`config.mk`:
```
export PLATFORM = sky130hd
export DESIGN_NAME = vz16_fetch_queue
export DESIGN_NICKNAME = d
export VERILOG_FILES = /design/src/rtl/vz16_fetch_queue.sv
export SDC_FILE = /design/constraint.sdc
export NUM_CORES = 1
export LEC_CHECK = 0
export ABC_CLOCK_PERIOD_IN_PS = 4300
export CAP_MARGIN = 0
export CELL_PAD_IN_SITES_DETAIL_PLACEMENT = 2
export CELL_PAD_IN_SITES_GLOBAL_PLACEMENT = 2
export CORE_UTILIZATION = 49
export CTS_BUF_LIST = sky130_fd_sc_hd__clkbuf_4 sky130_fd_sc_hd__clkbuf_8
export CTS_CLUSTER_DIAMETER = 50
export DETAILED_ROUTE_END_ITERATION = 8
export DONT_BUFFER_PORTS = 1
export PLACE_DENSITY_LB_ADDON = 0.1
export SLEW_MARGIN = 15
export SYNTH_ARGS = -nofsm -noshare
export SYNTH_HDL_FRONTEND = slang
export SYNTH_SLANG_ARGS = --single-unit
```
`constraint.sdc`:
```
create_clock -name clk -period 4.3 [get_ports clk]
set_input_delay 0.43 -clock clk [delete_from_list [all_inputs] [get_ports clk]]
set_output_delay 0.43 -clock clk [all_outputs]
set_load 0.03 [all_outputs]
```
`src/rtl/vz16_fetch_queue.sv`:
```
// rtl/vz16_fetch_queue.sv - dual-issue instruction fetch queue feeding the VZ16 decoders
//
// Compacts up to two 16-bit instructions per cycle into a circular buffer and
// presents the oldest two, in program order, to decode lanes 0 and 1.
//
// Ports:
//   clk, rst_n           clock, asynchronous active-low reset
//   flush                redirect; empties the queue on the next edge
//   in_valid, in_mask    fetch packet present, per-slot valid bits
//   in_inst0, in_inst1   slot instructions
//   in_pc                PC of slot 0 (slot 1 is in_pc + 1)
//   in_ready             room for a full two-slot packet
//   out_valid            decode lane valids
//   out_inst0/1, out_pc0/1  oldest and second-oldest entries
//   out_take             decode consumption (00, 01, 11)
//   occupancy            current entry count

module vz16_fetch_queue #(
  parameter int DEPTH = 8,
  parameter int PTR_W = $clog2(DEPTH)
) (
  input  logic             clk,
  input  logic             rst_n,
  input  logic             flush,
  input  logic             in_valid,
  input  logic [1:0]       in_mask,
  input  logic [15:0]      in_inst0,
  input  logic [15:0]      in_inst1,
  input  logic [15:0]      in_pc,
  output logic             in_ready,
  output logic [1:0]       out_valid,
  output logic [15:0]      out_inst0,
  output logic [15:0]      out_inst1,
  output logic [15:0]      out_pc0,
  output logic [15:0]      out_pc1,
  input  logic [1:0]       out_take,
  output logic [PTR_W:0]   occupancy
);

  localparam logic [PTR_W:0] READY_LIMIT = (PTR_W+1)'(DEPTH - 1);

  logic [15:0] mem_inst [DEPTH];
  logic [15:0] mem_pc   [DEPTH];

  logic [PTR_W-1:0] head;
  logic [PTR_W-1:0] tail;
  logic [PTR_W:0]   count;

  logic [PTR_W-1:0] head_p1;
  logic [PTR_W-1:0] tail_p1;

  logic             enq_fire;
  logic [1:0]       enq_n;
  logic             wr0_en;
  logic             wr1_en;
  logic [15:0]      wr0_inst;
  logic [15:0]      wr0_pc;
  logic [15:0]      pc_slot1;

  logic             deq0;
  logic             deq1;
  logic [1:0]       deq_n;

  assign head_p1  = head + PTR_W'(1);
  assign tail_p1  = tail + PTR_W'(1);
  assign pc_slot1 = in_pc + 16'd1;

  // Readiness depends on registered count only; a same-cycle dequeue earns no credit.
  assign in_ready = (count < READY_LIMIT);
  assign enq_fire = in_valid && in_ready && !flush;

  // Compaction: the first written entry is slot 0 unless only slot 1 is valid.
  always_comb begin
    wr0_en   = 1'b0;
    wr1_en   = 1'b0;
    wr0_inst = in_inst0;
    wr0_pc   = in_pc;
    enq_n    = 2'd0;
    if (enq_fire) begin
      case (in_mask)
        2'b01: begin
          wr0_en = 1'b1;
          enq_n  = 2'd1;
        end
        2'b10: begin
          wr0_en   = 1'b1;
          wr0_inst = in_inst1;
          wr0_pc   = pc_slot1;
          enq_n    = 2'd1;
        end
        2'b11: begin
          wr0_en = 1'b1;
          wr1_en = 1'b1;
          enq_n  = 2'd2;
        end
        default: ;
      endcase
    end
  end

  assign out_valid[0] = (count != '0);
  assign out_valid[1] = (count > (PTR_W+1)'(1));

  // Lane 1 is taken only alongside lane 0, so an illegal 2'b10 consumes nothing.
  assign deq0  = out_take[0] && out_valid[0];
  assign deq1  = out_take[1] && out_take[0] && out_valid[1];
  assign deq_n = {1'b0, deq0} + {1'b0, deq1};

  always_ff @(posedge clk or negedge rst_n) begin
    if (!rst_n) begin
      head  <= '0;
      tail  <= '0;
      count <= '0;
    end else if (flush) begin
      head  <= '0;
      tail  <= '0;
      count <= '0;
    end else begin
      head  <= head + PTR_W'(deq_n);
      tail  <= tail + PTR_W'(enq_n);
      count <= count + (PTR_W+1)'(enq_n) - (PTR_W+1)'(deq_n);
    end
  end

  // Entry contents need no reset; validity is tracked by count alone.
  always_ff @(posedge clk) begin
    if (wr0_en) begin
      mem_inst[tail] <= wr0_inst;
      mem_pc[tail]   <= wr0_pc;
    end
    if (wr1_en) begin
      mem_inst[tail_p1] <= in_inst1;
      mem_pc[tail_p1]   <= pc_slot1;
    end
  end

  assign out_inst0 = mem_inst[head];
  assign out_pc0   = mem_pc[head];
  assign out_inst1 = mem_inst[head_p1];
  assign out_pc1   = mem_pc[head_p1];
  assign occupancy = count;

  always_ff @(posedge clk) begin
    if (rst_n) begin
      assert (out_take != 2'b10);
    end
  end

endmodule

```
---- Word level (Yosys, flattened, before mapping) ----
Memories as Yosys holds them, arrays and structs flattened.
Cells that the tools add are included.
storage, ports and cells
  output and inout bits ................... 71
  word-level logic and storage cells ...... 44
  bits in registers ....................... 10
  memories ................................ 2
  bits in writable memories ............... 256
  input port bits ......................... 56
memory list
  name      depth  bits a word  read ports  clocked after memory_dff  wr ports  RTL line  RTL
  mem_inst  8      16           2           0                         2         42        logic [15:0] mem_inst [DEPTH];
  mem_pc    8      16           2           0                         2         43        logic [15:0] mem_pc [DEPTH];
cells by class
  equal/unequal tests ..................... 3
  reduce and logical (&&, ||, !) cells .... 9
  multiplexer cells ....................... 17
  $lt $le $gt $ge ......................... 2
  add/sub/neg operators ................... 8
operators by type and width
  kind                                                         count
  2-to-1 mux 16 bit                                            4
  adder 16 x 1 -> 16 bit (second input constant)               1
  2-to-1 mux 1 bit                                             8
  adder 3 x 1 -> 3 bit (second input constant)                 2
  adder 3 x 2 -> 3 bit                                         2
  2-to-1 mux 3 bit                                             2
  logical AND 1 bit                                            5
  adder 4 x 2 -> 4 bit                                         1
  equality test 2 bit (second input constant)                  2
  > comparator 4 x 1 -> 1 bit (second input constant)          1
  less-than comparator 4 x 3 -> 1 bit (second input constant)  1
  2-to-1 mux 4 bit                                             1
  one-hot mux 2 bit (2 select lines)                           1
  nonzero test 4 bit                                           1
  subtractor 4 x 2 -> 4 bit                                    1
  OR reduction 3 bit                                           1
  adder 1 x 1 -> 2 bit                                         1
  equality test 2 x 1 -> 1 bit (second input constant)         1
  2-to-1 mux 2 bit                                             1
  OR reduction 2 bit                                           1
  zero test 1 bit                                              1

---- Depth between registers and ports, before layout ----
Gate-level depths: netlist of the first run.
  depth after elaboration ................. 7
  mapped depth ............................ 13
  depth with buffers taken out ............ 13

---- Worst setup path after synthesis of the first run ----
OpenSTA, ideal clock, no wires.
  path type ............................... reg-to-reg
  from .................................... register count[3], in the netlist occupancy[3]
  to ...................................... memory mem_inst[7][0] (enable)
  period minus slack after synthesis ...... 4037 ps
  cell stages (with the launch flop) ...... 9
  required time ........................... 3868 ps
  path slack .............................. 263 ps
  arrival time ............................ 3605 ps
  library setup time ...................... 432 ps
  path buffers ............................ 3
  cells stage by stage .................... dfrtp_1 > inv_1 > ha_1 > a31oi_4 > nand3b_2 > buf_6 > buf_6 > buf_2 > a21oi_1
RTL lines
  item                    RTL line  RTL
  start, declared         47        logic [PTR_W:0] count;
  start signal, assigned  121       count <= count + (PTR_W+1)'(enq_n) - (PTR_W+1)'(deq_n);
  end, declared           42

---- Worst setup path after layout of the first run ----
  from .................................... register count[3], in the netlist occupancy[3]
  to ...................................... register count[3], in the netlist occupancy[3]
between the ends
  elaborated cells between the ends (all ways) .. 12
  classes of those cells .................. 3 x add/sub; 2 x order compare; 2 x mux; 5 x reduce/logical
RTL lines
  item                         RTL line  RTL
  > comparator 4 x 1 -> 1 bit  102       assign out_valid[1] = (count > (PTR_W+1)'(1));
  net out_valid[1]             31        output logic [1:0] out_valid,
  logical AND 1 bit            106       assign deq1 = out_take[1] && out_take[0] && out_valid[1];
  adder 1 x 1 -> 2 bit         107       assign deq_n = {1'b0, deq0} + {1'b0, deq1};
  subtractor 4 x 2 -> 4 bit    121
  2-to-1 mux 4 bit             114       end else if (flush) begin
The timed path passes the listed nets, and every way through them passes these cells.

==> flow_metrics.tcl, run 1 <==
set metrics [dict create \
    cts_tree "yes" \
    worstPathMaxFanout 3 \
    top_level_ports 127 \
    rsz0062_at_grt "false" \
    postCtsSetupBuffers 0 \
    drive_gt1_frac 0.468 \
    slowest_stage "fa_1" \
    timing.fmax_mhz 274 \
    grt_first_pass_wirelength_mm 73.6 \
    powerDensity_nw_per_um2 521 \
    ys_ff_latch 266 \
    slowest_delay_ns 0.52 \
    cts_root_buffer "clkbuf_8" \
    hold_class "primary input to flip-flop" \
    wl_mm 48.3 \
    start_util 0.498 \
    overflow 0 \
    die_w_um 186 \
    place_hpwl_mm 30.0 \
    nets 1101 \
    wire_per_inst_um 31.9 \
    status "finished clean" \
    cts_buffers 50 \
    grt_pass1_vias 11200 \
    diodes 0 \
    ir_drop_uv 859 \
    yosysSeqAreaShare 0.477 \
    synth-async-reset-ratio 0.0376 \
    whs_endpoint "mem_pc[7][15]$_DFFE_PP_" \
    rr_endpoint "occupancy[3]$_DFF_PN0_" \
    cts_sinks 266 \
    finalClockSkew_ns 0.0321 \
    cp_num_buf_inv 2 \
    r2r-start "occupancy[3]$_DFF_PN0_" \
    antenna_found_initial 0 \
    p_leak_nw 5.81 \
    cp_top_family "adder cells" \
    fin_crit_sh 0.849 \
    drcViolationCount 0 \
    die_h_um 186 \
    h-tree-depth 2 \
    fin_crit_ns 3.65 \
    worstHoldStart "in_pc[15]" \
    cp.required_ns 4.76 \
    path_cells "inv_1 -> ha_1 -> nand2_1 -> or2_2 -> and2_1 -> ha_1 -> fa_1 -> inv_1 -> ha_1 -> a21o_1 -> a21oi_1 -> xnor2_1 -> nor2_1" \
    slew_viol_final 0 \
    grt_use_total 0.284 \
    clock_latency_ns 0.59 \
    synthCells 1032 \
    final_antenna_net_count 0 \
    finalHoldViolCount 0 \
    viasPerCell 6.43 \
    cp-start-kind "flip-flop" \
    vias 9715 \
    gp_congestion 0.765 \
    timing.critical_path.mode_cell "ha_1" \
    first_pass_iters 5 \
    setup_tns_ns 0 \
    cts_buffer_depth 3 \
    max_slew_margin 0.288 \
    path_class "flip-flop to flip-flop" \
    die-area_um2 34700 \
    path_clk_slew_ns 0.06 \
    end_kind "flip-flop" \
    synth_area_um2 16700 \
    port_buffers 0 \
    r2r_slack_ns 0.65 \
    arrival_ns 4.11 \
    synthFlopType "edfxtp_1" \
    drt_iter0_drc 640 \
    layout.core_utilization 0.540 \
    synth_nets 1108 \
    ys_types 48 \
    tightest_slew_ns 1.07 \
    setup_viol 0 \
    synth-edff-count 256 \
    areaGrowthSynthToFinish_pct 8.45 \
    yosysWarningCount 0 \
    core_um2 33400 \
    holdPathStages 1 \
    grt_max_degree 130 \
    syn_area_per_cell_um2 16.1 \
    row_count 67 \
    worstRegToRegCells 13 \
    max_cap_viol_count 0 \
]
-- cell usage after synthesis (2+ instances only) --
cell,instances,area (µm²)
clkbuf_1,25,93.8
ha_1,16,200
and3b_1,3,26.3
nor2_4,4,45.0
buf_6,12,135
fa_1,4,80.1
inv_1,16,60.1
nand2_1,7,26.3
nor2_8,4,80.1
buf_12,4,80.1
dfrtp_1,10,250
mux2_2,172,1940
mux2_4,36,541
xnor2_1,10,87.6
nand4_1,4,25.0
nor3b_2,5,62.6
a32oi_1,6,52.6
nor2_1,15,56.3
buf_1,11,41.3
a21oi_4,8,130
nand4b_1,9,78.8
and4_1,2,17.5
buf_2,31,155
edfxtp_1,256,7690
nor3_1,64,320
a21oi_1,3,15.0
buf_4,3,22.5
nor3b_1,4,30.0
xor2_1,108,946
mux4_2,128,2880
nor2b_1,4,25.0
nor3_2,24,240
and3_1,4,25.0
nand3_1,6,30.0
-- cells in the final DEF, fill, tap and decap left out, drive strengths merged --
cell type / instances
dfrtp: 10
nand3b: 1
clkinvlp: 1
nand2: 7
mux4: 128
a31oi: 1
nor3: 88
xor2: 109
fa: 4
bufinv: 2
xnor2: 11
nor4: 2
a21o: 1
clkinv: 27
and3b: 3
nor2b: 4
nor3b: 9
nor4b: 1
edfxtp: 256
nand4b: 9
a32oi: 6
ha: 16
and3: 4
and2: 1
clkbuf: 60
nand3: 7
inv: 16
or4: 1
nor2: 23
and4: 2
mux2: 208
nand4: 5
dlygate4sd3: 2
a21oi: 11
buf: 26
or2: 1
-- repair_timing --
action | in CTS | in global routing
hold buffers | 2 | 0
resized for setup | 0 | 0
setup endpoints to repair | 0 | 0
hold endpoints to repair | 20 | 0
-- cell type report --
| type | instances | area [µm²] |
|---|---|---|
| Sequential cell | 266 | 7950 |
| Inverter | 16 | 60.1 |
| Multi-Input combinational cell | 663 | 8220 |
| Tap cell | 448 | 561 |
| Clock inverter | 30 | 180 |
| Timing Repair Buffer | 28 | 315 |
| Clock buffer | 60 | 782 |
| Fill cell | 2877 | 15400 |
-- where the power goes --
part / internal (W) / switching, W / leakage [nW]
Combinational: 0.00158 / 0.00231 / 2.87
Clock: 0.00132 / 0.00112 / 0.498
Sequential: 0.00294 / 0.000148 / 2.44
-- stage by stage --
step | instances | power, W | setup WS, ns | hold slack [ns] | instance area (µm²)
after floorplan | 1032 | 0.00628 | 0.263 | 0.134 | 16700
after global placement | 1419 | 0.00690 | 0.840 | 0.135 | 17100
after detailed placement | 1419 | 0.00702 | 0.691 | 0.135 | 17100
after CTS | 1511 | 0.00949 | 0.561 | 0.00119 | 18100
after global routing | 1511 | 0.00977 | 0.502 | 0.0184 | 18100
final | 1511 | 0.00941 | 0.650 | 0.0328 | 18100
-- flip-flops by register name (all words and copies together), names as in the netlist --
name and count:
occupancy 4, mem_pc 128, head 3, mem_inst 128, tail 3
-- layer usage --
metal	global-route usage	part of all wire
met1	0.365	0.41
met2	0.497	0.52
met3	0.0519	0.049
met4	0.0718	0.020
met5	0	0
-- logic make-up (layout without fill, tap and decap cells) --
| group | Yosys count | count (layout) | synth area share |
|---|---|---|---|
| AO/OA/AOI/OAI | 19 | 19 | 0.0136 |
| buffers and inverters | 103 | 134 | 0.0356 |
| AND/OR/NAND/NOR | 168 | 168 | 0.0702 |
| multiplexers | 336 | 336 | 0.322 |
| flip-flops | 266 | 266 | 0.477 |
| adder cells (fa/ha/maj) | 20 | 20 | 0.0168 |
| XOR/XNOR | 120 | 120 | 0.0654 |
-- worst max path at each step --
stage                                start                       end  cells after the start
floorplan           occupancy[3]$_DFF_PN0_  mem_inst[7][0]$_DFFE_PP_                      8
global placement    occupancy[3]$_DFF_PN0_    occupancy[3]$_DFF_PN0_                     12
detailed placement  occupancy[3]$_DFF_PN0_    occupancy[3]$_DFF_PN0_                     12
CTS                      head[1]$_DFF_PN0_                out_pc1[2]                      4
global route             head[1]$_DFF_PN0_                out_pc1[2]                      4
finish              occupancy[3]$_DFF_PN0_    occupancy[3]$_DFF_PN0_                     13
Power figures use the tool's default switching activity.
==> run 2: changes to the inputs <==
ABC_CLOCK_PERIOD_IN_PS = 2900   (was 4300)
CORE_UTILIZATION = 45   (was 49)
clock period = 2.9 ns   (was 4.3 ns; I/O delays follow)
==> flow_metrics.tcl, run 2 (same netlist as run 1, synthesis figures left out) <==
set metrics [dict create \
    first_pass_iters 5 \
    ir_drop_uv 405 \
    wl_mm 49.9 \
    cts_tree "yes" \
    drive_gt1_frac 0.488 \
    clock_latency_ns 0.63 \
    end_kind "output port" \
    place_hpwl_mm 30.2 \
    fillers 3250 \
    power.share.clock 0.243 \
    setup_viol 0 \
    port_buffers 0 \
    p_comb_frac 0.447 \
    path_cells "ha_4 -> bufbuf_16 -> mux4_2 -> mux2_2" \
    status "finished clean" \
    row_count 70 \
    cts_sinks 266 \
    rsz0062_at_grt "true" \
    timing.fmax_mhz 349 \
    r2r_slack_ns 0.09 \
    cts_buffer_depth 3 \
    most-common-layout-cells "edfxtp_1 (256), mux2_2 (172), mux4_2 (128)" \
    hold_class "primary input to asynchronous set/reset pin" \
    grt_first_pass_wirelength_mm 74.6 \
    path_clk_slew_ns 0.06 \
    grt_pass1_vias 11300 \
    die_h_um 194 \
    p_int_w 0.00892 \
    cts_root_buffer "clkbuf_8" \
    path_class "flip-flop to output port" \
    grt_max_degree 54 \
    worst_hold_slack_ns 0.0839 \
    slew_viol_final 0 \
    die_w_um 194 \
    seq_area_um2 7950 \
    max_cap_viol_count 0 \
    h-tree-depth 2 \
    switching_share 0.379 \
    final_antenna_net_count 0 \
    antenna_found_initial 0 \
    tightest_slew_ns 0.764 \
    placed_cell_area_um2 17500 \
    finalClockSkew_ns 0.0263 \
    drt_iter0_drc 591 \
    worstPathMaxFanout 22 \
    arrival_ns 2.58 \
    stdcell_area_um2 19100 \
    mostFrequentLayoutCell "edfxtp_1" \
    wire_per_inst_um 30.7 \
    start_util 0.456 \
    top_level_ports 127 \
    slowest_delay_ns 0.53 \
    diodes 0 \
    p_leak_nw 6.31 \
    gp_congestion 0.748 \
    max_slew_margin 0.491 \
    core_um2 36500 \
    cts_buffers 50 \
    power_frac_seq 0.310 \
    die-area_um2 37800 \
    nets 1203 \
    fin_crit_ns 2.87 \
    viasPerCell 6.20 \
    p_switching_w 0.00546 \
    grt_use_total 0.271 \
    overflow 0 \
    powerDensity_nw_per_um2 753 \
    slowest_stage "dfrtp_4" \
    areaGrowthSynthToFinish_pct 14.7 \
    cp.required_ns 2.61 \
    finalHoldViolCount 0 \
    vias 10100 \
    drcViolationCount 0 \
    cp-start-kind "flip-flop" \
    fin_crit_sh 0.988 \
    layout.core_utilization 0.523 \
    multi_input_area_um2 8290 \
]
[run 2: cell count changes in the layout (fill, tap and decap cells not counted), sizes merged, moves of 2 or more]
cell | previous run | this run
bufinv | 2 | 0
buf | 26 | 72
clkbuf | 60 | 69
clkinv | 27 | 11
dlygate4sd3 | 2 | 57
[run 2: power groups by stage]
stage / logic, W / registers, W / clock network (W)
2_1_floorplan: 0.00486 / 0.00453 / 0
3_3_place_gp: 0.00599 / 0.00458 / 0
3_5_place_dp: 0.00606 / 0.00459 / 0
4_1_cts: 0.00649 / 0.00446 / 0.00356
5_1_grt: 0.00676 / 0.00448 / 0.00371
6_report: 0.00643 / 0.00446 / 0.00349
[run 2: path summary, 6_finish.rpt]
path | start | endpoint | depth (start not counted)
setup / recovery | head[0]$_DFF_PN0_ | out_inst1[15] | 4
hold reg to reg | occupancy[3]$_DFF_PN0_ | occupancy[3]$_DFF_PN0_ | 4
max in group asynchronous | rst_n | head[1]$_DFF_PN0_ | 1
setup reg to reg | occupancy[3]$_DFF_PN0_ | mem_inst[3][2]$_DFFE_PP_ | 9
hold / removal | rst_n | head[0]$_DFF_PN0_ | 1
min in group clk | in_pc[2] | mem_pc[7][4]$_DFFE_PP_ | 3
[run 2: per-layer routing]
metal  track usage  vias up  wire length, µm
met1         0.352     5444            21200
li1              -     4298                -
met5             0        -                0
met4        0.0811        0             1210
met2         0.460      252            25200
met3        0.0514       86             2310
[run 2: what timing repair did]
item,in CTS,in global routing
cloned,1,0
pin swaps,0,2
buffers inserted,6,4
hold endpoints to repair,276,0
hold buffers,57,0
resized for setup,3,4
setup endpoints to repair,59,30
[run 2: area by class of cell]
class                      count  share of cell area
timing repair buffer         130              0.0691
inverter                      16             0.00327
clock inverter                13             0.00327
sequential                   266               0.416
tap                          468              0.0306
multi-input combinational    663               0.434
clock buffer                  69              0.0438
[run 2: stage by stage]
stage               std cells  total power (W)  setup WS, ns  setup TNS, ns
floorplan                1032          0.00939        0.0159              0
global placement         1475           0.0106         0.168              0
detailed placement       1475           0.0106         0.121              0
CTS                      1621           0.0145        0.0155              0
global route             1625           0.0149       -0.0389         -0.430
finish                   1625           0.0144        0.0347              0
[run 2: critical path, delay by kind of cell (launching register included)]
| family | cells | cell delay, ns |
|---|---|---|
| fa+ha+maj | 1 | 0.35 |
| buf+inv | 1 | 0.36 |
| flops | 1 | 0.53 |
| mux | 2 | 0.70 |
